### config.mk
export PLATFORM = sky130hd
export DESIGN_NAME = ami_app_tlb_xlat
export DESIGN_NICKNAME = d
export VERILOG_FILES = /design/src/rtl/ami_types_pkg.sv /design/src/rtl/ami_tlb_match.sv /design/src/rtl/ami_app_tlb_xlat.sv
export SDC_FILE = /design/constraint.sdc
export NUM_CORES = 2
export LEC_CHECK = 0
export ABC_AREA = 1
export CORE_MARGIN = 2
export CORE_UTILIZATION = 58
export CTS_CLUSTER_DIAMETER = 120
export CTS_CLUSTER_SIZE = 30
export DETAILED_ROUTE_END_ITERATION = 6
export HOLD_SLACK_MARGIN = 0.08
export MAX_ROUTING_LAYER = met4
export PLACE_DENSITY = 0.78
export SYNTH_ARGS = -nofsm -noshare
export SYNTH_HDL_FRONTEND = slang
export SYNTH_SLANG_ARGS = --single-unit
### constraint.sdc
create_clock -name clk -period 6.74 [get_ports clk]
set_input_delay 1.348 -clock clk [delete_from_list [all_inputs] [get_ports clk]]
set_output_delay 1.348 -clock clk [all_outputs]
set_load 0.01 [all_outputs]
### src/rtl/ami_types_pkg.sv
// AMITypes: shared AMI memory-path types, widths and TLB entry/state definitions.
package AMITypes;
    localparam int AMI_APP_BITS            = 4;
    localparam int AMI_PORT_BITS           = 2;
    localparam int AMI_CHANNEL_BITS        = 1;
    localparam int AMI_NUM_APP_TLB_ENTRIES = 4;
    localparam int AMI_DATA_BITS           = 64;
    localparam int AMI_SIZE_BITS           = 8;
    localparam bit DISABLE_INTERLEAVE      = 1'b0;

    typedef enum logic [1:0] {
        APP_TLB_DISABLED,
        APP_TLB_PROGRAMMING,
        APP_TLB_ENABLED
    } APP_TLB_STATE;

    typedef enum logic [1:0] {
        XLAT_MISS,
        XLAT_PERM,
        XLAT_NOT_RESIDENT
    } XLAT_CAUSE;

    typedef struct packed {
        logic                     valid;
        logic                     isWrite;
        logic [63:0]              addr;
        logic [AMI_DATA_BITS-1:0] data;
        logic [AMI_SIZE_BITS-1:0] size;
    } AMIRequest;

    typedef struct packed {
        logic                        valid;
        logic                        isWrite;
        logic [AMI_APP_BITS-1:0]     srcApp;
        logic [AMI_PORT_BITS-1:0]    srcPort;
        logic [AMI_CHANNEL_BITS-1:0] channel;
        logic [63:0]                 addr;
        logic [AMI_DATA_BITS-1:0]    data;
        logic [AMI_SIZE_BITS-1:0]    size;
    } AMIReq;

    typedef struct packed {
        logic        valid;
        logic        in_memory;
        logic        readable;
        logic        writable;
        logic [63:0] va_start;
        logic [63:0] va_end;
        logic [63:0] pa;
    } AMIAPP_TLB_Entry;
endpackage

### src/rtl/ami_tlb_match.sv
// ami_tlb_match: per-entry range compare with lowest-index priority select.
// denied flags a hit whose entry is not resident or lacks the needed permission.
module ami_tlb_match
    import AMITypes::*;
#(
    parameter int N = AMI_NUM_APP_TLB_ENTRIES,
    localparam int IW = $clog2(N)
) (
    input  AMIAPP_TLB_Entry entries [N],
    input  logic [63:0]     addr,
    input  logic            is_write,
    output logic            hit,
    output logic [IW-1:0]   idx,
    output logic [63:0]     offset,
    output logic            denied,
    output XLAT_CAUSE       cause
);
    always_comb begin
        hit = 1'b0;
        idx = '0;
        for (int i = N - 1; i >= 0; i--)
            if (entries[i].valid && addr >= entries[i].va_start && addr < entries[i].va_end) begin
                hit = 1'b1;
                idx = IW'(i);
            end
    end

    assign offset = addr - entries[idx].va_start;
    assign denied = !entries[idx].in_memory ||
                    (is_write ? !entries[idx].writable : !entries[idx].readable);
    assign cause  = !hit ? XLAT_MISS : !entries[idx].in_memory ? XLAT_NOT_RESIDENT : XLAT_PERM;
endmodule

### src/rtl/ami_app_tlb_xlat.sv
// ami_app_tlb_xlat: per-app/port VA->PA translation ahead of ADDR_XLATED_Q.
// Passing requests emerge one cycle later; failing ones are dropped and logged.
module ami_app_tlb_xlat
    import AMITypes::*;
#(
    parameter logic [AMI_APP_BITS-1:0]  APP_ID            = '0,
    parameter logic [AMI_PORT_BITS-1:0] PORT_ID           = '0,
    parameter int                       NUM_ENTRIES       = AMI_NUM_APP_TLB_ENTRIES,
    parameter int                       CHAN_REGION_SHIFT = 34,
    parameter int                       INTERLEAVE_SHIFT  = 6,
    localparam int IW = $clog2(NUM_ENTRIES)
) (
    input  logic            clk,
    input  logic            rst_n,
    input  AMIRequest       req_in,
    output logic            req_grant,
    output AMIReq           xlat_out,
    input  logic            xlat_ready,
    input  logic            cfg_begin,
    input  logic            cfg_commit,
    input  logic            cfg_wr_valid,
    input  logic [IW-1:0]   cfg_wr_idx,
    input  AMIAPP_TLB_Entry cfg_wr_entry,
    output APP_TLB_STATE    tlb_state,
    output logic            fault_valid,
    output logic [63:0]     fault_addr,
    output logic            fault_is_write,
    output logic [1:0]      fault_cause,
    input  logic            fault_clear,
    output logic [15:0]     fault_count
);
    AMIAPP_TLB_Entry tlb [NUM_ENTRIES];
    APP_TLB_STATE    state_next;
    AMIReq           xlat_next;
    XLAT_CAUSE       cause;
    logic            hit, denied, fire, pass, fault;
    logic [IW-1:0]   idx;
    logic [63:0]     offset, pa;

    ami_tlb_match #(.N(NUM_ENTRIES)) u_match (
        .entries  (tlb),
        .addr     (req_in.addr),
        .is_write (req_in.isWrite),
        .hit      (hit),
        .idx      (idx),
        .offset   (offset),
        .denied   (denied),
        .cause    (cause)
    );

    assign pa        = tlb[idx].pa + offset;
    assign req_grant = tlb_state == APP_TLB_ENABLED && (!xlat_out.valid || xlat_ready);
    assign fire      = req_in.valid && req_grant;
    assign pass      = fire && hit && !denied;
    assign fault     = fire && !(hit && !denied);

    always_comb begin
        state_next = cfg_begin ? APP_TLB_PROGRAMMING :
                     (cfg_commit && tlb_state == APP_TLB_PROGRAMMING) ? APP_TLB_ENABLED : tlb_state;
    end

    always_comb begin
        xlat_next         = '0;
        xlat_next.valid   = 1'b1;
        xlat_next.isWrite = req_in.isWrite;
        xlat_next.srcApp  = APP_ID;
        xlat_next.srcPort = PORT_ID;
        xlat_next.channel = DISABLE_INTERLEAVE ? pa[CHAN_REGION_SHIFT +: AMI_CHANNEL_BITS]
                                               : pa[INTERLEAVE_SHIFT +: AMI_CHANNEL_BITS];
        xlat_next.addr    = pa;
        xlat_next.data    = req_in.data;
        xlat_next.size    = req_in.size;
    end

    always_ff @(posedge clk or negedge rst_n) begin
        if (!rst_n) begin
            tlb_state <= APP_TLB_DISABLED;
            for (int i = 0; i < NUM_ENTRIES; i++) tlb[i] <= '0;
        end else begin
            tlb_state <= state_next;
            if (cfg_wr_valid && tlb_state == APP_TLB_PROGRAMMING) tlb[cfg_wr_idx] <= cfg_wr_entry;
        end
    end

    // Only valid drops on drain; the payload fields simply hold their last value.
    always_ff @(posedge clk or negedge rst_n) begin
        if (!rst_n) xlat_out <= '0;
        else if (pass) xlat_out <= xlat_next;
        else if (xlat_ready) xlat_out.valid <= 1'b0;
    end

    always_ff @(posedge clk or negedge rst_n) begin
        if (!rst_n) begin
            fault_valid    <= 1'b0;
            fault_addr     <= '0;
            fault_is_write <= 1'b0;
            fault_cause    <= '0;
            fault_count    <= '0;
        end else begin
            if (fault) fault_count <= fault_count + {15'b0, fault_count != 16'hFFFF};
            if (fault && (!fault_valid || fault_clear)) begin
                fault_valid    <= 1'b1;
                fault_addr     <= req_in.addr;
                fault_is_write <= req_in.isWrite;
                fault_cause    <= cause;
            end else if (fault_clear) begin
                fault_valid    <= 1'b0;
                fault_addr     <= '0;
                fault_is_write <= 1'b0;
                fault_cause    <= '0;
            end
        end
    end
endmodule

==> metrics.txt <==
status complete, but fails checks; failing checks DRC; Max Fclk 149.1 MHz; pwr/cell area 517.3 nW/um2; static leakage 36.84 nW; Max-slew headroom 0.2700; Die Ht 322.5 um; Final Cell Area 75370 um2; Crit. End Element flop; die area 104000 um2; Core Util, Final 0.7515; DR pass1 iterations 7; worst hold-check path type reg2reg; Pint 21.45 mW; Initial Utilization 0.5865; switching pwr 17.54 mW; share of cells above drive strength 1 0.1465; Worst-Skew Late Latency 710 ps; Seq/Total Area, Yosys 0.4288; CP dominant cell by count buf_4; final setup fails 0; fillers 7332; Root Buffer Master clkbuf_16; clk buf depth 3; post-synthesis area per instance 8.085 um2; I/O pin total 575; drt wl/cell 20.34 um; initial DRC count 5706; Post-synth EDFFs 0; CTS Sinks 1008; total of max-cap violations 0; Clock Power Share 0.078; htree depth 2; crit path kind in2reg; top cell type by total area after synthesis dfrtp_1; pre-CTS WS -1646 ps; input/output buffers 568; ANT nets after route 0; total track usage 0.3779; slowest CP cell fa_1; WP data arrival 7280 ps; WL final 197.9 mm; max-slew violations 0; Die Width 322.5 um; Area growth, synth to finish 28.13%; Async S/R FF share, synth 1.000; area share of the largest cell type after synthesis 0.4288; antenna violations before repair 7; worst-path fanout max 8; setup ws final 32.78 ps; kind of cell adding the most delay to the critical path buffers and inverters; Gate power share 0.714; top cells by count, synth nand2_1 (1665), dfrtp_1 (1008), inv_1 (882); Nets 9340; flop and latch count out of synthesis 1008; Vias/cell 5.737; Tmin final 6707 ps; cell area after placement 70830 um2; YS warnings 0; Worst-Margin Slew 1095 ps; Hold Vio Cnt, Final 0; Cell variety after synth 55; Post-DP HPWL 143.6 mm; row count 116; Final Cycle Share 0.9951; Post-synth top flop dfrtp_1; vias in the first global route 52390; Critical Path Source Type input port; Mapped Cells 7275; largest net degree at the start of global routing 215; gr ovfl total 0; clk slew on worst S/H paths 120 ps; drt drc 40; Final GP Congestion 0.9961; cells taking the most area after synthesis dfrtp_1 (43%), ha_1 (12%), nand2_1 (11%), a21oi_1 (6.7%), o21ai_0 (6.6%); first-pass GRT wire length 296.6 mm; fraction of power spent switching nets 0.4498; total CTS buffers 39; total core area 100300 um2; top-count cell post-synth nand2_1; WP data required 7310 ps; clock skew 49.01 ps; Mapped Area 58820 um2; VDD IR max 0.0006617 V; routed via count 55820; CP Buf/Inv Count 16; CP peak stage delay 560 ps; TritonCTS clock tree yes; sequential power share 0.208
==> worst register-to-register path, delay by kind of cell, from the launching register on <==
kind,cells,cell delay [ps]
AO/OA/AOI/OAI,2,240
XOR/XNOR,1,110
adder cells (fa/ha/maj),3,1240
buffers and inverters,14,2050
flip-flops,1,350
AND/OR/NAND/NOR,17,1950
==> kinds of logic after synthesis <==
logic type | count (synthesis) | share of synthesized area
flip-flops | 1008 | 0.4288
other | 1 | 0.00006375
AND/OR/NAND/NOR | 2534 | 0.1737
adder cells (fa/ha/maj) | 637 | 0.1435
XOR/XNOR | 79 | 0.01176
buffers and inverters | 1217 | 0.08096
AO/OA/AOI/OAI | 1797 | 0.1607
multiplexers | 2 | 0.0003829
==> state kept, by name (all words and copies together) (netlist names) <==
register	cells
fault_addr	64
fault_cause	2
fault_count	16
fault_is_write	1
fault_valid	1
tlb	784
tlb_state	2
xlat_out	138
==> layout make-up <==
type / instances / area, um2 / area share
diodes: 9 / 22.52 / 0.0002988
clock buffers: 40 / 979.7 / 0.01300
clock inverters: 4 / 42.54 / 0.0005644
inverters: 887 / 3344 / 0.04437
multi-input cells: 5057 / 31040 / 0.4118
flip-flops and latches: 1008 / 25220 / 0.3347
well taps: 1357 / 1698 / 0.02253
repair buffers: 1366 / 13010 / 0.1727
repair inverters: 1 / 8.758 / 0.0001162
==> metrics by stage <==
| step | hold slack, ps | cells | power [mW] | setup TNS, ps |
|---|---|---|---|---|
| after floorplan | 453.4 | 7280 | 19.45 | 0 |
| after global placement | 459.4 | 9579 | 31.75 | -71620 |
| after detailed placement | 465.1 | 9579 | 32.14 | -75920 |
| after CTS | 493.2 | 9655 | 36.24 | -29.49 |
| after global routing | 502.6 | 9726 | 41.31 | -1218 |
| final | 488.4 | 9729 | 38.99 | 0 |
==> cells in the final DEF (no fill, tap or decap), types with 11 or more instances in the layout <==
cell type,synthesis,final
nand3_1,154,130
ha_4,0,52
buf_4,24,666
nor2_1,527,481
o21a_1,22,22
a31oi_2,0,16
xnor2_1,42,41
nand2_4,0,19
nor3_1,36,20
nor2_2,1,30
nand2_2,5,50
fa_1,63,60
xor2_1,37,37
dlymetal6s2s_1,0,34
o21ai_2,0,13
buf_12,0,64
o21ai_1,12,48
a21oi_1,787,736
a22oi_2,0,21
a22oi_1,55,34
buf_6,7,51
nand3_2,3,21
nand2_1,1665,1600
a21oi_2,0,47
o21ai_0,780,730
inv_1,882,876
nor2_4,2,19
dfrtp_1,1008,1008
clkdlybuf4s50_1,0,514
nand4_1,105,105
a31oi_1,87,68
o211ai_1,12,12
nor3_2,1,14
ha_1,574,518
clkbuf_16,0,47
dlygate4sd2_1,0,11
==> layer usage <==
metal  wire (um)  part of all wire  GRT usage  up-vias
met4        9613             0.049     0.1535        0
met2       88220              0.45     0.5675     2603
met5           0                 0          -        -
li1            -                 -          -    25980
met1       81190              0.41     0.5047    26780
met3       18840             0.095    0.07340      448
==> path summary, 6_finish.rpt <==
path,end,startpoint,depth (start not counted),slack [ps]
min in group asynchronous,xlat_out[32]$_DFFE_PN0P_,rst_n,1,690
worst max-delay path,xlat_out[84]$_DFFE_PN0P_,req_in[117],40,30
worst min-delay path,xlat_out[26]$_DFFE_PN0P_,xlat_out[26]$_DFFE_PN0P_,2,490
worst max register to register,xlat_out[84]$_DFFE_PN0P_,tlb[518]$_DFFE_PN0P_,37,710
max in group asynchronous,tlb[387]$_DFFE_PN0P_,rst_n,2,4470
worst min register to register,xlat_out[26]$_DFFE_PN0P_,xlat_out[26]$_DFFE_PN0P_,2,490
==> power groups by stage <==
stage | sequential (mW) | combinational (mW) | clock (mW)
final | 8.11 | 27.8 | 3.04
after floorplan | 8.12 | 11.3 | 0
after detailed placement | 8.20 | 23.9 | 0
after CTS | 8.08 | 25.1 | 3.07
after global routing | 8.23 | 29.8 | 3.27
after global placement | 8.15 | 23.6 | 0
==> what timing repair did <==
item                                   4_1_cts  5_1_grt
cloned                                       5       10
resized for setup                          162      437
setup buffers                               27       57
setup endpoints to repair                   53       51
hold buffers                                 0        0
pin swaps                                   33      142
endpoints found under the hold margin        0        0
(Power assumes the default switching activity.)
